==> src/rtl/booth_multiplier.sv <==
// booth_multiplier: iterative radix-4 Booth multiplier, one digit per cycle, signed/unsigned.
// Define MUL_ACC_EN to add the acc input for multiply-accumulate into out.
module booth_multiplier #(
   parameter int N = 32
) (
   input  logic           clk,
   input  logic           rst,
   input  logic           start,
   input  logic [N-1:0]   in1,
   input  logic [N-1:0]   in2,
   input  logic           signed_mode,
`ifdef MUL_ACC_EN
   input  logic           acc,
`endif
   output logic [2*N-1:0] out,
   output logic           busy,
   output logic           done
);
   localparam int E = N + 2;
   localparam int W = N + 4;
   localparam int CW = $clog2(N / 2 + 1);
   localparam logic [1:0] IDLE = 2'd0;
   localparam logic [1:0] RUN = 2'd1;
   localparam logic [1:0] DONE = 2'd2;
   logic [1:0]            state;
   logic [W-1:0]          a, m, addend, sum;
   logic [E-1:0]          q;
   logic                  qm;
   logic [CW-1:0]         cnt;
   logic [2:0]            b;
   logic signed [W+E:0]   cat;
   logic [W+E:0]          sh;
   logic [2*N-1:0]        base;
`ifdef MUL_ACC_EN
   logic                  acc_r;
`endif
   assign busy = state == RUN;
   assign done = state == DONE;
   // {a,q,qm} is the Booth accumulator; q's low bits plus qm select the digit
   always_comb begin
      b = {q[1:0], qm};
      addend = (b == 3'b001 || b == 3'b010) ? m :
               (b == 3'b101 || b == 3'b110) ? -m :
               (b == 3'b011) ? m << 1 :
               (b == 3'b100) ? -(m << 1) : '0;
      sum = a + addend;
      cat = {sum, q, qm};
      sh = cat >>> 2;
`ifdef MUL_ACC_EN
      base = acc_r ? out : '0;
`else
      base = '0;
`endif
   end
   always_ff @(posedge clk) begin
      if (rst) begin
         state <= IDLE;
         out <= '0;
         a <= '0;
         m <= '0;
         q <= '0;
         qm <= 1'b0;
         cnt <= '0;
`ifdef MUL_ACC_EN
         acc_r <= 1'b0;
`endif
      end else if (state != RUN && start) begin
         m <= signed_mode ? {{4{in1[N-1]}}, in1} : {4'b0, in1};
         q <= signed_mode ? {{2{in2[N-1]}}, in2} : {2'b0, in2};
         a <= '0;
         qm <= 1'b0;
         cnt <= '0;
`ifdef MUL_ACC_EN
         acc_r <= acc;
`endif
         state <= RUN;
      end else if (state == RUN) begin
         a <= sh[W+E:E+1];
         q <= sh[E:1];
         qm <= sh[0];
         cnt <= cnt + CW'(1);
         if (cnt == CW'(N / 2)) begin
            out <= sh[2*N:1] + base;
            state <= DONE;
         end
      end else begin
         state <= IDLE;
      end
   end
endmodule

==> config.mk <==
export PLATFORM = sky130hd
export DESIGN_NAME = booth_multiplier
export DESIGN_NICKNAME = d
export VERILOG_FILES = /design/src/rtl/booth_multiplier.sv
export SDC_FILE = /design/constraint.sdc
export NUM_CORES = 1
export LEC_CHECK = 0
export BUFFER_PORTS_ARGS = -buffer_cell sky130_fd_sc_hd__buf_2
export CAP_MARGIN = 20
export CORE_ASPECT_RATIO = 0.5
export CORE_UTILIZATION = 61
export CTS_BUF_LIST = sky130_fd_sc_hd__clkbuf_8
export CTS_CLUSTER_SIZE = 20
export DETAILED_ROUTE_END_ITERATION = 7
export PLACE_DENSITY = 0.87
export SYNTH_ARGS = -nofsm -noshare
export SYNTH_HDL_FRONTEND = slang
export SYNTH_SLANG_ARGS = --single-unit
==> constraint.sdc <==
create_clock -name clk -period 5.92 [get_ports clk]
set_input_delay 0.296 -clock clk [delete_from_list [all_inputs] [get_ports clk]]
set_output_delay 0.296 -clock clk [all_outputs]
set_load 0.02 [all_outputs]
==> impl_metrics.json, run 1 <==
{
  "r2r-end": "a[33]",
  "ios": 134,
  "port_buffers": 133,
  "synth_top_family_by_area": "compound AO/OA/AOI/OAI gates",
  "synth_xor_area_share_pct": 4.77,
  "fp.dieH_um": 94.7,
  "ys_ff_latch": 173,
  "dp_cells": 1660,
  "antenna_found_initial": 0,
  "die_area_um2": 17700,
  "overflow": 0,
  "syn_inst": 1397,
  "grtUsageTotal_pct": 35.4,
  "finalSetupTns_ps": 0,
  "synth_fa_ha_area_share_pct": 6.29,
  "r2r_cells": 19,
  "power_frac_clock_pct": 33.3,
  "cts.clk_slew.worst_paths_ps": 100,
  "post-dp-hpwl_um": 21200,
  "final.min_clock_period_ps": 5350,
  "grt_setup_unrepaired": "no",
  "pwr-share-comb_pct": 23.8,
  "layout-drive-gt1-share_pct": 13.7,
  "cp-start-kind": "register",
  "regToRegSetupSlack_ps": 570,
  "yosysWarningCount": 0,
  "power_density_nw_per_um2": 254,
  "clock_path_buffers": 2,
  "grt_max_degree": 100,
  "synth_compound_area_share_pct": 24.6,
  "area_growth_pct": 10.9,
  "power.internal_w": 0.00195,
  "fin_crit_sh_pct": 90.3,
  "clock_latency_ps": 500,
  "rr_startpoint": "m[0]",
  "skew_ps": 34.8,
  "gp_congestion": 0.976,
  "rows": 33,
  "synth_top_area_share_pct": 33.1,
  "first_pass_iters": 6,
  "ctsHtreeMaxLevel": 4,
  "drv_cap": 0,
  "drt_iter0_drc": 1277,
  "synthSimpleGateAreaFrac_pct": 22.7,
  "slew_headroom_pct": 24.5,
  "setup_viol": 0,
  "synthMuxAreaShare_pct": 3.54,
  "hold_buffers": 0,
  "n_antenna_cell": 0,
  "cp-startpoint": "m[0]",
  "power_frac_seq_pct": 43.0,
  "root_buffer": "clkbuf_8",
  "ys_types": 72,
  "drc": 0,
  "first_global_vias": 9732,
  "clock-sinks": 173,
  "ant_nets": 0,
  "synth.yosys.seq_area_share_pct": 33.1,
  "routed_via_density": 6.33,
  "final_hold_viol_count": 0,
  "vias": 10700,
  "mappedNetlistArea_um2": 10500,
  "arrival_ps": 5760,
  "nets": 1561,
  "required_ps": 6330,
  "p_sw_share_pct": 34.0,
  "cts_resized": 0,
  "core_region_area_um2": 16600,
  "cts_tree": "yes",
  "crit_end": "a[33]",
  "fmax_mhz": 187,
  "die_w_um": 187,
  "crit_type": "register to register",
  "crit_fanout": 7,
  "tightest_slew_ps": 1130,
  "wire_per_inst_um": 18.3,
  "postCtsSetupBuffers": 0,
  "numCtsBuffers": 17,
  "initial_core_util_pct": 63.1,
  "status": "completed",
  "synth_nets": 1505,
  "async_flop_share_pct": 0,
  "synth_area_leaders": "dfxtp_1, nand2_1, a21oi_1, ha_1, nor2_1",
  "final_cells": 1693,
  "synth_edf_count": 0,
  "grt_pass1_wl_um": 50100,
  "yosys.area.top_type": "dfxtp_1",
  "synth-main-ff-cell": "dfxtp_1",
  "hp-class": "input pin to register",
  "slew_viol_final": 0,
  "ir_worst_vdd_mv": 0.169,
  "avgSynthCellArea_um2": 7.50,
  "drt-total-wl_um": 30900,
  "endpoint_kind": "register",
  "leakagePower_nw": 4.85,
  "power_switching_w": 0.00100
}
layout make-up:
class	count	area [um2]
flip-flops and latches	173	3460
well taps	227	284
inverters	22	82.6
fillers	1380	4980
multi-input cells	1086	6500
clock buffers	18	248
clock inverters	14	206
repair buffers	153	838
critical path, cell delays in order (launching register included):
cell and delay, ps:
dfxtp_1 350, inv_1 80, ha_1 190, nor3b_1 660, nand3_1 220, or2_2 360, nor4_1 250, xnor2_1 160
a22oi_1 200, nor2_1 60, o31a_1 300, ha_1 370, nand4_1 150, nor3_1 80, a2111oi_0 730, a21o_1 310
a211oi_1 120, or3b_1 400, nand4_1 100, mux2i_1 190
registers in the layout (all words and copies together), names as in the netlist:
name and cells:
out 64, a 34, q 34, m 33
cnt 5, state 2, qm 1
worst min path at each step:
stage / start / endpoint / cells after the start
2_1_floorplan: in1[11] / m[11] / 2
3_3_place_gp: out[7] / out[7] / 2
3_5_place_dp: out[52] / out[52] / 2
4_1_cts: in1[0] / m[0] / 3
5_1_grt: in1[0] / m[0] / 3
6_report: in1[0] / m[0] / 3
layout by cell type (no fill, tap or decap), types with 15 or more instances in the layout:
| cell | n |
|---|---|
| a211oi_1 | 47 |
| a21o_1 | 22 |
| a21oi_1 | 159 |
| a31oi_1 | 21 |
| buf_2 | 132 |
| buf_4 | 20 |
| clkbuf_8 | 18 |
| dfxtp_1 | 173 |
| ha_1 | 39 |
| inv_1 | 23 |
| mux2i_1 | 37 |
| nand2_1 | 273 |
| nand3_1 | 36 |
| nor2_1 | 114 |
| nor3_1 | 20 |
| o21ai_0 | 45 |
| or3_1 | 15 |
| xnor2_1 | 34 |
| xor2_1 | 23 |
synth_stat cells, types with 8 or more instances:
master      n
nand2b_1    9
a31oi_1    21
a21oi_1   159
nand2_1   273
nand3_1    36
a21o_1     22
xnor2_1    34
nor2_1    115
o21ai_0    45
or3_1      15
maj3_1     14
dfxtp_1   173
inv_1      22
nand4_1    12
nor3_1     20
o22ai_1     8
clkbuf_1  102
a211oi_1   47
nand3b_1   14
mux2i_1    37
buf_1      11
xor2_1     23
ha_1       39
a221oi_1   13
o21a_1     10
power by group through the flow:
stage	clock, W	combinational [W]	sequential, W
after floorplan	0	0.000521	0.00126
after global placement	0	0.000657	0.00129
after detailed placement	0	0.000674	0.00129
after CTS	0.000984	0.000679	0.00127
after global routing	0.00104	0.000762	0.00128
final	0.000984	0.000703	0.00127
stage by stage:
step,hold WS [ps],setup slack [ps],utilization (%),power [W],instance area (um2)
2_1_floorplan,432,1370,-,0.00178,10500
3_3_place_gp,439,891,67.1,0.00195,11100
3_5_place_dp,444,751,67.1,0.00197,11100
4_1_cts,27.5,688,69.8,0.00293,11600
5_1_grt,26.5,289,70.0,0.00308,11600
6_report,36.9,574,70.0,0.00296,11600
metal layers:
| metal | global-route usage, % | share of wire [%] |
|---|---|---|
| met5 | 0 | 0 |
| met4 | 9.77 | 1.8 |
| met3 | 10.8 | 11 |
| met2 | 54.8 | 42 |
| met1 | 47.7 | 45 |
logic make-up after synthesis:
logic type	count (synthesis)
mux	37
xor+xnor	57
simple gates	533
compound gates	404
buf+inv	138
flops	173
fa+ha+maj	55
Note: power is estimated with default switching activity, not from simulation.
==> run 2, diff against run 1 <==
--- a/config.mk
+++ b/config.mk
@@ -8,11 +8,11 @@
 export BUFFER_PORTS_ARGS = -buffer_cell sky130_fd_sc_hd__buf_2
 export CAP_MARGIN = 20
 export CORE_ASPECT_RATIO = 0.5
-export CORE_UTILIZATION = 61
+export CORE_UTILIZATION = 55
 export CTS_BUF_LIST = sky130_fd_sc_hd__clkbuf_8
 export CTS_CLUSTER_SIZE = 20
 export DETAILED_ROUTE_END_ITERATION = 7
-export PLACE_DENSITY = 0.87
+export PLACE_DENSITY = 0.83
 export SYNTH_ARGS = -nofsm -noshare
 export SYNTH_HDL_FRONTEND = slang
 export SYNTH_SLANG_ARGS = --single-unit
==> constraint.sdc (replaced) <==
create_clock -name clk -period 4.6 [get_ports clk]
set_input_delay 0.23 -clock clk [delete_from_list [all_inputs] [get_ports clk]]
set_output_delay 0.23 -clock clk [all_outputs]
set_load 0.02 [all_outputs]
==> run 2 against run 1 <==
Clock power rose by 16%. Sequential share of layout area decreased by 2.1 points. Routed wire length rose by 5.0%. Power is 29% higher. Worst hold slack worse by 14 ps. Combinational power increased by 48%. Largest power group unchanged. Highest routed layer unchanged.
==> impl_metrics.json, run 2 (same netlist as run 1, synthesis figures left out) <==
{
  "r2r_cells": 17,
  "met3_length_um": 3100,
  "final.min_clock_period_ps": 4450,
  "dpl_cell_area_um2": 11600,
  "drv_cap": 0,
  "min_path_cells": 3,
  "multi_input_comb_area_um2": 6670,
  "drt-met1-wl_um": 15200,
  "leakagePower_nw": 5.25,
  "fp.dieH_um": 99.6,
  "fin_util_pct": 67.5,
  "overflow": 0,
  "hp-class": "input pin to register",
  "top_layer": "met4",
  "final_hold_viol_count": 0,
  "stdcell_area_um2": 12500,
  "grt_max_degree": 97,
  "n_antenna_cell": 0,
  "nets": 1647,
  "layout-drive-gt1-share_pct": 19.1,
  "grtUsageTotal_pct": 33.0,
  "initial_core_util_pct": 56.5,
  "gp_congestion": 0.979,
  "top_register": "out",
  "cp-start-kind": "register",
  "routed_via_density": 5.99,
  "core_region_area_um2": 18500,
  "largest_reg_flops": 64,
  "power_density_nw_per_um2": 304,
  "fin_crit_sh_pct": 96.7,
  "die_area_um2": 19600,
  "endpoint_kind": "register",
  "fmax_mhz": 225,
  "cts.clk_slew.worst_paths_ps": 110,
  "drt_iter0_drc": 1057,
  "area_growth_pct": 19.3,
  "wire_per_inst_um": 17.9,
  "post-dp-hpwl_um": 22600,
  "first_global_vias": 10200,
  "largest_registers": "out x64, a x34, q x34",
  "required_ps": 5010,
  "ctsHtreeMaxLevel": 4,
  "status": "completed",
  "layout_commonest_cell": "nand2_1",
  "vias": 10800,
  "tightest_slew_ps": 991,
  "antenna_found_initial": 0,
  "slew_headroom_pct": 33.9,
  "clock-sinks": 173,
  "min_from": "in1[12]",
  "clock_path_buffers": 2,
  "fin_ws_ps": 153,
  "arrival_ps": 4860,
  "fillers": 1607,
  "slew_viol_final": 0,
  "drt-total-wl_um": 32500,
  "grt_pass1_wl_um": 51800,
  "crit_type": "register to register",
  "finalSetupTns_ps": 0,
  "root_buffer": "clkbuf_8",
  "final-seq-area_um2": 3470,
  "rr_startpoint": "m[11]",
  "drc": 0,
  "final_cell_mix": "nand2_1, dfxtp_1, a21oi_1",
  "total_power_w": 0.00380,
  "die_w_um": 197,
  "first_pass_iters": 6,
  "crit_fanout": 5,
  "setup_viol": 0,
  "rows": 35,
  "dpl_worst_slack_ps": -34.6,
  "clock_latency_ps": 480,
  "regToRegSetupSlack_ps": 150,
  "r2r-end": "a[33]",
  "cts_tree": "yes",
  "port_buffers": 133,
  "skew_ps": 22.4,
  "min_to": "m[12]",
  "ant_nets": 0,
  "ir_worst_vdd_mv": 0.262,
  "met2WireLength_um": 13700,
  "ios": 134,
  "numCtsBuffers": 17
}
-- run 2: metrics by stage --
stage / instances / hold slack (ps)
2_1_floorplan: 1397 / 366
3_3_place_gp: 1749 / 439
3_5_place_dp: 1749 / 445
4_1_cts: 1808 / 2.58
5_1_grt: 1811 / 11.5
6_report: 1811 / 22.8
-- run 2: layout make-up --
class	instances	share of cell area, %
flip-flops and latches	173	27.7
clock inverters	14	1.36
inverters	22	0.661
clock buffers	18	1.98
repair buffers	239	12.3
multi-input cells	1086	53.4
well taps	259	2.59
-- run 2: worst max-delay path, stage by stage, from the launching register on --
cell       delay [ps]
dfxtp_1           320
or4_4             570
nor4_4            200
nand2_2           100
or4_1             420
xor2_1            180
a22o_1            220
a2bb2oi_1         140
o22a_1            260
ha_2              220
nor3_2            200
or3b_2            470
a31oi_1           200
buf_4             170
a211oi_2           70
or3b_1            380
nand4_1           110
mux2i_1           180
-- run 2: worst max-delay path by stage --
stage	slack (ps)	to	startpoint	depth (start not counted)
2_1_floorplan	50	a[33]	m[0]	20
3_3_place_gp	10	a[33]	m[1]	18
3_5_place_dp	-30	a[33]	m[1]	18
4_1_cts	40	out[55]	m[7]	18
5_1_grt	-80	out[62]	m[9]	18
6_report	150	a[33]	m[11]	17
-- run 2: routing by layer --
metal  up-vias  global-route usage [%]
met5         -                       0
li1       5249                       -
met2       427                    49.7
met4         0                    7.16
met3        37                    8.88
met1      5134                    47.0
-- run 2: what timing repair did --
action / in CTS / in global routing
pin swaps: 0 / 11
hold buffers: 27 / 0
hold endpoints to repair: 28 / 0
buffers inserted: 0 / 3
setup endpoints to repair: 10 / 29
gates resized for setup: 2 / 39
-- run 2: power breakdown --
part / total [W] / internal, W / switching (W)
Combinational: 0.00104 / 0.000416 / 0.000620
Sequential: 0.00162 / 0.00156 / 0.0000644
Clock: 0.00114 / 0.000476 / 0.000669
